$ cat config.mk
export PLATFORM = sky130hd
export DESIGN_NAME = riscv_stim_source
export DESIGN_NICKNAME = d
export VERILOG_FILES = /design/src/rtl/riscv_stim_source.sv
export SDC_FILE = /design/constraint.sdc
export NUM_CORES = 1
export LEC_CHECK = 0
export CORE_MARGIN = 1.5
export CORE_UTILIZATION = 50
export DETAILED_ROUTE_END_ITERATION = 10
export GPL_ROUTABILITY_DRIVEN = 0
export GPL_TIMING_DRIVEN = 0
export MAX_ROUTING_LAYER = met4
export PLACE_DENSITY = 0.82
export SYNTH_ARGS = -nofsm -noshare
export SYNTH_HDL_FRONTEND = slang
export SYNTH_SLANG_ARGS = --single-unit
export TNS_END_PERCENT = 50
$ cat constraint.sdc
create_clock -name clk -period 3.3 [get_ports clk]
set_input_delay 0.33 -clock clk [delete_from_list [all_inputs] [get_ports clk]]
set_output_delay 0.33 -clock clk [all_outputs]
set_load 0.05 [all_outputs]
$ cat src/rtl/riscv_stim_source.sv
// riscv_stim_source
// Stimulus source for RISC-V pipeline bring-up. It produces the instruction
// stream behind a valid/ready handshake. It also answers data-memory reads,
// with a latency that is pipelined and set by a parameter.
// There are two independent generators, one for instructions and one for data.
// Each has a counter and a 32-bit Galois LFSR, and is selected per stream by
// mode: COUNT, LFSR or HOLD.
module riscv_stim_source #(
   parameter int          XLEN       = 32,
   parameter int          ILEN       = 32,
   parameter int          RD_LATENCY = 1,
   parameter int          STEP       = 1,
   parameter logic [31:0] LFSR_SEED  = 32'hACE1_0001
) (
   input  logic            clk,
   input  logic            rst,
   input  logic            en,
   input  logic [1:0]      i_mode,
   input  logic [1:0]      d_mode,
   input  logic            load,
   input  logic [XLEN-1:0] load_val,
   output logic [ILEN-1:0] instruction,
   output logic            instr_valid,
   input  logic            instr_ready,
   input  logic            MemRead,
   input  logic [XLEN-1:0] dAddress,
   output logic [XLEN-1:0] dReadData,
   output logic            dread_valid
);

   localparam logic [1:0]  MODE_COUNT = 2'd0;
   localparam logic [1:0]  MODE_LFSR  = 2'd1;
   localparam logic [31:0] LFSR_TAPS  = 32'h8020_0003;

   // Widest of XLEN, ILEN and 32. Loads and LFSR values are zero-extended to
   // this width first, so every truncation is a plain slice.
   localparam int WXI  = (XLEN > ILEN) ? XLEN : ILEN;
   localparam int MAXW = (WXI > 32) ? WXI : 32;

   // One Galois step: shift right, XOR the taps when the bit shifted out was 1.
   // A zero result is replaced by the seed so the LFSR can never lock up.
   function automatic logic [31:0] lfsrStep(input logic [31:0] s);
      logic [31:0] n;
      n = s >> 1;
      if (s[0]) n = n ^ LFSR_TAPS;
      if (n == 32'd0) n = LFSR_SEED;
      return n;
   endfunction

   logic [MAXW-1:0] loadWide;
   logic [31:0]     loadLfsr;

   assign loadWide = MAXW'(load_val);
   assign loadLfsr = (loadWide[31:0] == 32'd0) ? LFSR_SEED : loadWide[31:0];

   // ---------------------------------------------------------------------
   // Instruction generator and handshake
   //
   // Handshake: a word moves on a rising edge only when instr_valid and
   // instr_ready are both 1. While instr_valid is 1 and instr_ready is 0, the
   // instruction word stays stable. instr_valid never drops by itself unless
   // en is 0 or load is 1, and a word is never withdrawn and then replaced by
   // a different one. A transfer that finishes on the same edge as en falls is
   // still counted: the generator steps past the accepted word. This way the
   // word is not offered again when en returns.
   // ---------------------------------------------------------------------
   logic [ILEN-1:0] iCount;
   logic [31:0]     iLfsr;
   logic [31:0]     iLfsrNext;
   logic [MAXW-1:0] iLfsrWide;
   logic [MAXW-1:0] iLfsrNextWide;
   logic [ILEN-1:0] iGenOut;
   logic [ILEN-1:0] iGenNext;
   logic            iTransfer;

   assign iLfsrNext     = lfsrStep(iLfsr);
   assign iLfsrWide     = MAXW'(iLfsr);
   assign iLfsrNextWide = MAXW'(iLfsrNext);
   assign iTransfer     = instr_valid & instr_ready;

   // Value the generator shows now (iGenOut) and after one advance (iGenNext).
   always_comb begin
      iGenOut  = instruction;
      iGenNext = instruction;
      if (i_mode == MODE_COUNT) begin
         iGenOut  = iCount;
         iGenNext = iCount + ILEN'(STEP);
      end else if (i_mode == MODE_LFSR) begin
         iGenOut  = iLfsrWide[ILEN-1:0];
         iGenNext = iLfsrNextWide[ILEN-1:0];
      end
   end

   // Instruction state: load first, then transfer, then enable and present.
   always_ff @(posedge clk or negedge rst) begin
      if (!rst) begin
         instruction <= '0;
         instr_valid <= 1'b0;
         iCount      <= '0;
         iLfsr       <= LFSR_SEED;
      end else if (load) begin
         iCount      <= loadWide[ILEN-1:0];
         iLfsr       <= loadLfsr;
         instr_valid <= 1'b0;
      end else if (iTransfer) begin
         if (i_mode == MODE_COUNT) iCount <= iCount + ILEN'(STEP);
         else if (i_mode == MODE_LFSR) iLfsr <= iLfsrNext;
         instruction <= iGenNext;
         instr_valid <= en;
      end else if (!en) begin
         instr_valid <= 1'b0;
      end else if (!instr_valid) begin
         instruction <= iGenOut;
         instr_valid <= 1'b1;
      end
   end

   // ---------------------------------------------------------------------
   // Data generator
   // ---------------------------------------------------------------------
   logic [XLEN-1:0] dCount;
   logic [31:0]     dLfsr;
   logic [XLEN-1:0] dHeld;
   logic [MAXW-1:0] dLfsrWide;
   logic [XLEN-1:0] dGenOut;
   logic [XLEN-1:0] reqData;
   logic            dAdv;

   assign dLfsrWide = MAXW'(dLfsr);
   assign dAdv      = MemRead & en & ~load;
   assign reqData   = dGenOut + dAddress;

   // Current data value for the selected mode. HOLD repeats the previous output.
   always_comb begin
      dGenOut = dHeld;
      if (d_mode == MODE_COUNT) dGenOut = dCount;
      else if (d_mode == MODE_LFSR) dGenOut = dLfsrWide[XLEN-1:0];
   end

   // Data state: load has priority. Each enabled read request advances the
   // generator once.
   always_ff @(posedge clk or negedge rst) begin
      if (!rst) begin
         dCount <= '0;
         dLfsr  <= LFSR_SEED;
         dHeld  <= '0;
      end else begin
         dHeld <= dGenOut;
         if (load) begin
            dCount <= loadWide[XLEN-1:0];
            dLfsr  <= loadLfsr;
         end else if (dAdv) begin
            if (d_mode == MODE_COUNT) dCount <= dCount + XLEN'(STEP);
            else if (d_mode == MODE_LFSR) dLfsr <= lfsrStep(dLfsr);
         end
      end
   end

   // ---------------------------------------------------------------------
   // Read response path
   // ---------------------------------------------------------------------
   generate
      if (RD_LATENCY == 0) begin : gen_comb
         logic [XLEN-1:0] lastData;

         assign dread_valid = MemRead;
         assign dReadData   = MemRead ? reqData : lastData;

         // Remember the last response so dReadData holds it between reads.
         always_ff @(posedge clk or negedge rst) begin
            if (!rst) lastData <= '0;
            else if (MemRead) lastData <= reqData;
         end
      end else begin : gen_pipe
         logic            pipeValid [RD_LATENCY];
         logic [XLEN-1:0] pipeData  [RD_LATENCY];

         assign dread_valid = pipeValid[RD_LATENCY-1];
         assign dReadData   = pipeData[RD_LATENCY-1];

         // Shift pipe. Data moves only along with a valid bit, so the last
         // stage holds the last response. Reset flushes every read in flight.
         always_ff @(posedge clk or negedge rst) begin
            if (!rst) begin
               for (int k = 0; k < RD_LATENCY; k++) begin
                  pipeValid[k] <= 1'b0;
                  pipeData[k]  <= '0;
               end
            end else begin
               pipeValid[0] <= MemRead;
               if (MemRead) pipeData[0] <= reqData;
               for (int k = 1; k < RD_LATENCY; k++) begin
                  pipeValid[k] <= pipeValid[k-1];
                  if (pipeValid[k-1]) pipeData[k] <= pipeData[k-1];
               end
            end
         end
      end
   endgenerate

endmodule

==> flow_metrics.tcl <==
set metrics [dict create \
    crit_required_ns 3.76 \
    cp_top_family "compound AO/OA/AOI/OAI gates" \
    netSwitchingPower_w 0.00363 \
    clkPwrFrac 0.283 \
    clk_latency_ns 0.53 \
    synth_cells 1490 \
    power_frac_comb 0.342 \
    min_path_type "in -> async" \
    dieArea_um2 27600 \
    die_h_um 166 \
    cp-end-kind "flip-flop" \
    htreeDepth 1 \
    drt-total-wl_um 40900 \
    async_flop_share 1.00 \
    critical_path_class "reg -> reg" \
    fin_skew_ns 0.0212 \
    seq_area_frac_synth 0.427 \
    drc 0 \
    p_total_w 0.00974 \
    path_cells "mux2i_1 -> o21ai_2 -> ha_2 -> inv_1 -> fa_2 -> nand2b_4 -> a21oi_4 -> o211ai_1 -> a211oi_2 -> buf_4 -> o21ai_2 -> or4_1 -> nand3_1" \
    syn2layout_area_growth_pct 20.8 \
    p_leak_nw 6.56 \
    cts.path.max_buffers 3 \
    ant_nets 0 \
    slew_headroom 0.238 \
    placement_rows 59 \
    nets 1769 \
    synth_area_um2 13300 \
    io_buffers 137 \
    yosysWarnings 0 \
    critical_path.most_common_cell "o21ai_2" \
    ys.flop_type "dfrtp_1" \
    most-common-layout-cells "nand2_1 (240), dfrtp_1 (208), clkdlybuf4s50_1 (135)" \
    viasPerCell 6.25 \
    hpwlAfterDp_um 30200 \
    placed_area_um2 15200 \
    max_slew.worst_pin.slew_ns 1.13 \
    setup_viol 0 \
    cts_tree "yes" \
    drt_iter0_markers 1417 \
    final_area_um2 16100 \
    max-vdd-ir-drop_mv 0.338 \
    grt_pass1_wl_um 64700 \
    start_util 0.511 \
    clock-sinks 226 \
    grt_max_degree 103 \
    synthSimpleGateAreaFrac 0.185 \
    sequentialPowerShare 0.375 \
    grt-ovfl-total 0 \
    vias 12574 \
    ios 140 \
    switching_share 0.373 \
    max_freq_ghz 0.306 \
    antenna_found_initial 0 \
    dp_slack_ns -1.23 \
    fp.dieW_um 166 \
    crit_arrival_ns 3.73 \
    powerDensity_nw_per_um2 606 \
    synth_adder_area_share 0.0353 \
    wire_per_inst_um 20.3 \
    period_needed_ns 3.27 \
    drv_slew 0 \
    cpMaxStageDelayCell "dfstp_2" \
    ys_seq_elements 226 \
    antennaDiodeCount 0 \
    grt_pass1_vias 12277 \
    synth_compound_area_frac 0.166 \
    hold_viol 0 \
    fin_cells 2011 \
    track_usage 0.299 \
    synth_top_family_by_area "simple AND/OR/NAND/NOR gates" \
    syn_avg_cell_area_um2 8.93 \
    p_int_w 0.00610 \
    cpPeakStageDelay_ns 0.57 \
    synth_mux_area_frac 0.0743 \
    syn-num-nets 1601 \
    status "finished, final reports clean" \
    synth_top_area_cell "dfrtp_1" \
    cts_root_buf "clkbuf_16" \
    min_period_over_period 0.991 \
    synth.distinct_cells 70 \
    synth_top_area_share 0.391 \
    synth-xor-area-share 0.0803 \
    start_kind "flip-flop" \
    clk_pin_slew_ns 0.07 \
    synth_area_leaders "dfrtp_1 (39%), nand2_1 (6.8%), a21oi_1 (4.9%), mux2i_1 (4.9%), o21ai_0 (4.5%)" \
    dpl.cell_count 1964 \
    layout_commonest_cell "nand2_1" \
    core-area_um2 26100 \
    fin_ws_ns 0.0307 \
    final_layout_size_suffix_gt1_frac 0.0817 \
    path_buf_inv 2 \
    numCtsBuffers 24 \
    drv_cap 0 \
    synth_edf_count 0 \
    crit_fanout 4 \
    dr.pass1.iters 6 \
]
==> layout make-up <==
cell class	count	area [um^2]
inverters	19	71.3
well taps	335	419
plain buffers	88	357
repair buffers	145	1480
fillers	2084	9980
flip-flops and latches	226	5680
clock inverters	6	55.1
clock buffers	38	744
multi-input cells	1154	7270
==> power by group through the flow <==
stage | Combinational (W) | Clock [W] | Sequential (W)
3_3_place_gp | 0.00316 | 0 | 0.00367
2_1_floorplan | 0.00131 | 0 | 0.00447
6_report | 0.00333 | 0.00275 | 0.00365
3_5_place_dp | 0.00324 | 0 | 0.00369
4_1_cts | 0.00327 | 0.00277 | 0.00364
5_1_grt | 0.00354 | 0.00289 | 0.00370
==> per-layer routing <==
metal,GRT usage,share of wire
met3,0.0534,0.090
met4,0.130,0.046
met1,0.386,0.40
met5,-,0
met2,0.464,0.47
==> cells in the mapped netlist, drive strengths merged (22+ instances only) <==
cell	instances
a21oi	130
a31oi	29
clkbuf	75
dfrtp	208
ha	36
mux2	28
mux2i	65
nand2	241
nand3	38
nand4	35
nor2	98
nor3	22
nor4	31
o21ai	123
xnor2	66
xor2	56
==> state kept, by name (all words and copies together) (netlist names) <==
| signal | flops |
|---|---|
| iLfsr | 32 |
| dread_valid | 1 |
| instruction | 32 |
| dCount | 32 |
| instr_valid | 1 |
| dReadData | 32 |
| dHeld | 32 |
| dLfsr | 32 |
| iCount | 32 |
==> kinds of logic (layout without fill, tap and decap cells) <==
logic type / count (synthesis) / count (layout)
XOR/XNOR: 122 / 122
flip-flops: 226 / 226
adder cells (fa/ha/maj): 37 / 37
AO/OA/AOI/OAI: 379 / 379
multiplexers: 94 / 94
buffers and inverters: 110 / 296
AND/OR/NAND/NOR: 522 / 522
==> final timing paths <==
| path | from | end | slack (ns) | depth (start not counted) |
|---|---|---|---|---|
| max | dLfsr[0] | dReadData[30] | 0.03 | 13 |
| min | rst | dReadData[5] | 0.26 | 2 |
| max reg2reg | dLfsr[0] | dReadData[30] | 0.03 | 13 |
| min reg2reg | instruction[5] | instruction[5] | 0.48 | 2 |
| max in group asynchronous | rst | iLfsr[22] | 1.83 | 4 |
| min in group clk | MemRead | dread_valid | 0.37 | 1 |
==> stage by stage <==
stage | setup TNS [ns] | hold slack (ns) | utilization
2_1_floorplan | 0 | 0.0344 | -
3_3_place_gp | -1662.75 | 0.472 | 0.579
3_5_place_dp | -18.01 | 0.205 | 0.582
4_1_cts | 0 | 0.264 | 0.614
5_1_grt | -0.0896 | 0.291 | 0.617
6_report | 0 | 0.263 | 0.617
==> what timing repair did <==
item                                    CTS  global route
gates resized for setup                  18            13
endpoints found under the setup margin   19            11
hold buffers                              1             0
buffers inserted                          1             4
pin swaps                                 2             5
hold endpoints to repair                 30             0
No activity file was read; power rests on OpenSTA's default activity.
==> RTL change 1 (same settings) <==
`ILEN`: 32 -> 48. Comments in the files are not updated.
--- a/src/rtl/riscv_stim_source.sv
+++ b/src/rtl/riscv_stim_source.sv
@@ -7,7 +7,7 @@
 // mode: COUNT, LFSR or HOLD.
 module riscv_stim_source #(
    parameter int          XLEN       = 32,
-   parameter int          ILEN       = 32,
+   parameter int          ILEN       = 48,
    parameter int          RD_LATENCY = 1,
    parameter int          STEP       = 1,
    parameter logic [31:0] LFSR_SEED  = 32'hACE1_0001
Interface: changed (resized instruction); port bits go from 140 to 156. The function was not compared with the original's and may differ.
==> RTL change 1 against the original RTL <==
Final cell count grew 13%; setup slack better by 0.13 ns; cell area increased by 13%; power increased by 12%; largest power group unchanged; routed wire length is 9.6% higher; area after synthesis is 13% higher; sequential cell count up 32; largest cell class unchanged.
==> RTL change 1: results (changes against the original RTL) <==
- Final routed wirelength across all metal layers: 44840 um (was 40920 um)
- CP max-delay cell: sky130_fd_sc_hd__ha_1 (was sky130_fd_sc_hd__dfstp_2)
- The compound-cell area share of the yosys netlist was 14.30% (was 16.59%).
* Mux share of post-synthesis cell area: 8.968% (was 7.426%)
* DR WL met2: 20320 um (was 19060 um)
- Beginning of the worst register-to-register path: dLfsr[7]$_DFFE_PN0P_ (was dLfsr[0]$_DFFE_PN1P_)
* Area share of xor/xnor cells in the synthesized design: 8.451% (was 8.028%)
* Leakage component of the power: 7.478 nW (was 6.557 nW)
- The highest fanout seen on the critical path came to 10 (was 4).
* Post-synthesis adder-cell area fraction: 3.131% (was 3.534%)
- Top cells by count, synth: sky130_fd_sc_hd__nand2_1 (271), sky130_fd_sc_hd__dfrtp_1 (240), sky130_fd_sc_hd__o21ai_0 (172) (was sky130_fd_sc_hd__nand2_1 (240), sky130_fd_sc_hd__dfrtp_1 (208), sky130_fd_sc_hd__a21oi_1 (130)).
- The met2 usage in global routing came to 45.28% (was 46.39%).
- The met3 layer wire length in the routed design came to 3966 um (was 3663 um).
- Dominant cells by area after synthesis: sky130_fd_sc_hd__dfrtp_1 (40%), sky130_fd_sc_hd__nand2_1 (6.8%), sky130_fd_sc_hd__o21ai_0 (5.7%), sky130_fd_sc_hd__mux2i_1 (5.6%), sky130_fd_sc_hd__xnor2_1 (4.8%) (was sky130_fd_sc_hd__dfrtp_1 (39%), sky130_fd_sc_hd__nand2_1 (6.8%), sky130_fd_sc_hd__a21oi_1 (4.9%), sky130_fd_sc_hd__mux2i_1 (4.9%), sky130_fd_sc_hd__o21ai_0 (4.5%)).
* Number of nets in the finished design: 1979 (was 1769)
- Global Route met1 Usage: 38.34% (was 38.60%)
* Pin count of the biggest net entering global routing: 106 (was 103)
- The data arrival at the endpoint of the critical path came to 3.55 ns (was 3.73 ns).
* Layout Cells excl Fill: 2279 (was 2011)
- First drt pass iteration count: 7 (was 6)
- Run status: finished, final reports clean (unchanged)
- Ratio of cells with drive above 1 in the final layout: 8.417% (was 8.174%)
- The maximum resistive drop on vdd came to 0.4132 mV (was 0.3380 mV).
- The total track usage is 29.56% (was 29.95%).
- The global-route wire length before repair came to 70740 um (was 64740 um).
- The worst clock skew was 0.01458 ns (was 0.02116 ns).
* Most used flip-flop cell after synthesis: sky130_fd_sc_hd__dfrtp_1 (unchanged)
* Depth of the most critical reg-to-reg path: 11 (was 13)
- Violation count after the first detailed-routing iteration: 1251 (was 1417)
- Global routing usage on met3: 5.125% (was 5.338%)
- Syn nets: 1792 (was 1601)
- Smallest hold slack: 0.3629 ns (was 0.2627 ns)
* Placed cell count: 2227 (was 1964)
* Path class of the lowest-slack min-delay path: input port to flip-flop (was input port to async pin)
* Seq/Total Area, Yosys: 43.11% (was 42.66%)
* Fillers: 2437 (was 2084)
* Detailed placement HPWL: 33140 um (was 30210 um)
* Via count of the first global-routing pass: 13.57k (was 12.28k)
## RTL change 1: cell types whose count changed in the layout (fill, tap and decap cells not counted), sizes merged, moves of 15 or more
cell	delta
mux2i	+19
nand2	+30
o21ai	+53
nor2	+32
a31oi	-18
xnor2	+16
dfrtp	+32
mux2	+15
clkdlybuf4s50	+17
## RTL change 1: worst max-delay path, delay by kind of cell
family | cells | cell delay [ns]
compound gates | 7 | 1.56
buf+inv | 2 | 0.61
fa+ha+maj | 1 | 0.44
simple gates | 2 | 0.34
mux | 1 | 0.27
## RTL change 1: report_power, final
group	total (mW)	switching (mW)	internal (mW)
logic	3.41	2.16	1.25
clock network	3.39	1.28	2.11
registers	4.10	0.409	3.69
total	10.9	3.85	7.05
## RTL change 1: timing repair
action                                  in CTS  in global routing
buffers inserted                             3                  0
cloned                                       0                  0
pin swaps                                    2                  6
hold buffers                                 1                  0
endpoints found under the setup margin      21                 12
resized for setup                           11                 19
endpoints found under the hold margin      104                  0
## RTL change 1: logic make-up (layout without fill, tap and decap cells)
group	after synthesis	after routing
compound gates	385	385
buf+inv	117	325
flops	258	258
simple gates	611	611
fa+ha+maj	37	37
mux	128	128
xor+xnor	145	145
## RTL change 1: layout make-up
class	count	share of cell area, %
repair buffers	160	8.984
well taps	390	2.683
clock inverters	10	1.135
flip-flops and latches	258	35.62
inverters	20	0.4127
plain buffers	95	2.160
clock buffers	40	4.313
multi-input cells	1306	44.69
## RTL change 1: stage by stage
step                      setup WS [ns]  utilization (%)  power (mW)  instance area (um2)
after floorplan                0.008989                -       6.282                15030
after global placement           -9.006            57.55       7.379                17060
after detailed placement         -1.146            57.76       7.478                17120
after CTS                       0.04068            61.24       10.88                18150
after global routing            0.02034            61.37       11.31                18190
final                            0.1655            61.37       10.89                18190
==> RTL change 2 (same flow settings) <==
Made on the original files. Add an input register stage for `d_mode`; this delays it by one clock. The other inputs are not delayed to match.
--- a/src/rtl/riscv_stim_source.sv
+++ b/src/rtl/riscv_stim_source.sv
@@ -37,6 +37,12 @@
    localparam int WXI  = (XLEN > ILEN) ? XLEN : ILEN;
    localparam int MAXW = (WXI > 32) ? WXI : 32;
 
+   logic [1:0] d_mode_q;
+
+   always_ff @(posedge clk) begin
+      d_mode_q <= d_mode;
+   end
+
    // One Galois step: shift right, XOR the taps when the bit shifted out was 1.
    // A zero result is replaced by the seed so the LFSR can never lock up.
    function automatic logic [31:0] lfsrStep(input logic [31:0] s);
@@ -133,8 +139,8 @@
    // Current data value for the selected mode. HOLD repeats the previous output.
    always_comb begin
       dGenOut = dHeld;
-      if (d_mode == MODE_COUNT) dGenOut = dCount;
-      else if (d_mode == MODE_LFSR) dGenOut = dLfsrWide[XLEN-1:0];
+      if (d_mode_q == MODE_COUNT) dGenOut = dCount;
+      else if (d_mode_q == MODE_LFSR) dGenOut = dLfsrWide[XLEN-1:0];
    end
 
    // Data state: load has priority. Each enabled read request advances the
@@ -150,8 +156,8 @@
             dCount <= loadWide[XLEN-1:0];
             dLfsr  <= loadLfsr;
          end else if (dAdv) begin
-            if (d_mode == MODE_COUNT) dCount <= dCount + XLEN'(STEP);
-            else if (d_mode == MODE_LFSR) dLfsr <= lfsrStep(dLfsr);
+            if (d_mode_q == MODE_COUNT) dCount <= dCount + XLEN'(STEP);
+            else if (d_mode_q == MODE_LFSR) dLfsr <= lfsrStep(dLfsr);
          end
       end
    end
Function: changed (Yosys sat finds a counterexample within 4 cycles, from zero or initial values and one cycle with rst low).
==> RTL change 2 against the original RTL <==
The run now ends with negative setup slack left; sequential cell count increased by 2; utilization increased by 0.86 points; setup slack worse by 0.041 ns; critical path depth increased by 2; non-clock buffer count grew 14; power is 6.8% higher; maximum frequency is 1.2% lower; sequential power grew 2%; highest routed layer unchanged; area after synthesis increased by 3.6%; count of clock-buffer cells in the layout did not move; critical endpoint is now dReadData[22]$_DFFE_PN0P_; cell area is 5.2% higher; critical path type unchanged; routed wire length increased by 3.4%.
==> RTL change 2: results (changes against the original RTL) <==
- The fraction of registers with async set/reset is 99.12% (was 100.0%).
- Relative slew slack: 25.90% (was 23.78%)
- Ratio of cells with drive above 1 in the final layout: 13.75% (was 8.174%)
- Failing checks: negative setup slack
* Drt via density: 6.330 (was 6.253)
- The compound-cell area share of the yosys netlist came to 16.17% (was 16.59%).
- The count of input and output buffers is 138 (was 137).
* Seq/Total Area, Yosys: 41.46% (was 42.66%)
- DR WL met2: 19380 um (was 19060 um)
- The footprint of the multi-input gates came to 7731 um2 (was 7272 um2).
- The final setup TNS is -0.01045 ns (was 0 ns).
- Post-synthesis adder-cell area fraction: 3.411% (was 3.534%)
- The highest fanout seen on the critical path came to 6 (was 4).
* Total placed instance area: 15660 um2 (was 15160 um2)
- The xor and xnor fraction of the mapped netlist area was 7.175% (was 8.028%).
- The met3 layer wire length in the routed design was 4065 um (was 3663 um).
- Run status: finished with violations (was finished, final reports clean).
* Met2 Resource Use GR: 47.09% (was 46.39%)
- Fraction of area in registers: 33.84% (was 35.32%)
- Number of signal-net inverters in the final layout: 22 (was 19)
* Mux share of post-synthesis cell area: 10.59% (was 7.426%)
- The total clock sinks was 228 (was 226).
- The number of fillers in the final layout came to 2132 (was 2084).
* Plain + repair buffers: 247 (was 233)
- The worst clock skew came to 0.01266 ns (was 0.02116 ns).
- The average wire per standard cell is 20.64 um (was 20.35 um).
- The setup slack after layout was -0.01045 ns (was 0.03070 ns).
- The met1 layer wirelength in the final routing is 16900 um (was 16300 um).
- The summed area of non-filler cells in the final layout came to 16910 um2 (was 16080 um2).
* Count of mapped cells out of synthesis: 1512 (was 1490)
- Syn nets: 1623 (was 1601)
- The pin count of the biggest net entering global routing is 102 (was 103).
- The post-detailed-placement half-perimeter wirelength came to 30460 um (was 30210 um).
- The final setup violation count is 1 (was 0).
-- RTL change 2: changes by cell type after synthesis, moves of 10 or more --
cell,unedited run,this run
sky130_fd_sc_hd__nand3_1,36,48
sky130_fd_sc_hd__a31oi_1,29,7
sky130_fd_sc_hd__a21boi_0,16,2
sky130_fd_sc_hd__mux2i_1,65,75
sky130_fd_sc_hd__o21ai_0,119,134
sky130_fd_sc_hd__mux2_2,28,61
sky130_fd_sc_hd__o21ai_1,4,14
sky130_fd_sc_hd__a21oi_1,130,97
-- RTL change 2: worst paths after layout --
| path | from | to | slack [ns] | cells past startpoint |
|---|---|---|---|---|
| max | d_mode_q[0]$_DFF_P_ | dReadData[22]$_DFFE_PN0P_ | -0.01 | 15 |
| min | rst | dReadData[1]$_DFFE_PN0P_ | 0.24 | 2 |
| max reg2reg | d_mode_q[0]$_DFF_P_ | dReadData[22]$_DFFE_PN0P_ | -0.01 | 15 |
| min reg2reg | instruction[1]$_DFFE_PN0P_ | instruction[1]$_DFFE_PN0P_ | 0.48 | 2 |
| max in group asynchronous | rst | instruction[15]$_DFFE_PN0P_ | 1.82 | 4 |
| min in group clk | d_mode[0] | d_mode_q[0]$_DFF_P_ | 0.24 | 1 |
-- RTL change 2: power by group --
part,switching [mW],internal (mW)
clock,1.19,1.88
combinational,2.24,1.36
sequential,0.425,3.32
-- RTL change 2: worst max-delay path, cell delays in order (launching register included) --
cell and delay [ns]:
sky130_fd_sc_hd__dfxtp_2 0.32, sky130_fd_sc_hd__buf_8 0.14, sky130_fd_sc_hd__clkbuf_16 0.16, sky130_fd_sc_hd__mux2i_4 0.19, sky130_fd_sc_hd__o21ai_2 0.17, sky130_fd_sc_hd__ha_2 0.21, sky130_fd_sc_hd__inv_2 0.04, sky130_fd_sc_hd__fa_2 0.36
sky130_fd_sc_hd__nor2b_4 0.18, sky130_fd_sc_hd__o2111ai_4 0.15, sky130_fd_sc_hd__a2111o_1 0.49, sky130_fd_sc_hd__a31oi_4 0.24, sky130_fd_sc_hd__buf_6 0.13, sky130_fd_sc_hd__nor2_2 0.03, sky130_fd_sc_hd__xnor2_1 0.13, sky130_fd_sc_hd__mux2_4 0.26
-- RTL change 2: what timing repair did --
action / CTS / global route
pin swaps: 8 / 7
hold buffers: 1 / 0
setup endpoints to repair: 23 / 16
hold endpoints to repair: 28 / 0
setup buffers: 10 / 7
gates resized for setup: 39 / 41
-- RTL change 2: cells by family after synthesis --
logic type,count (synthesis)
flip-flops,228
AND/OR/NAND/NOR,519
XOR/XNOR,113
adder cells (fa/ha/maj),37
AO/OA/AOI/OAI,359
multiplexers,137
buffers and inverters,119
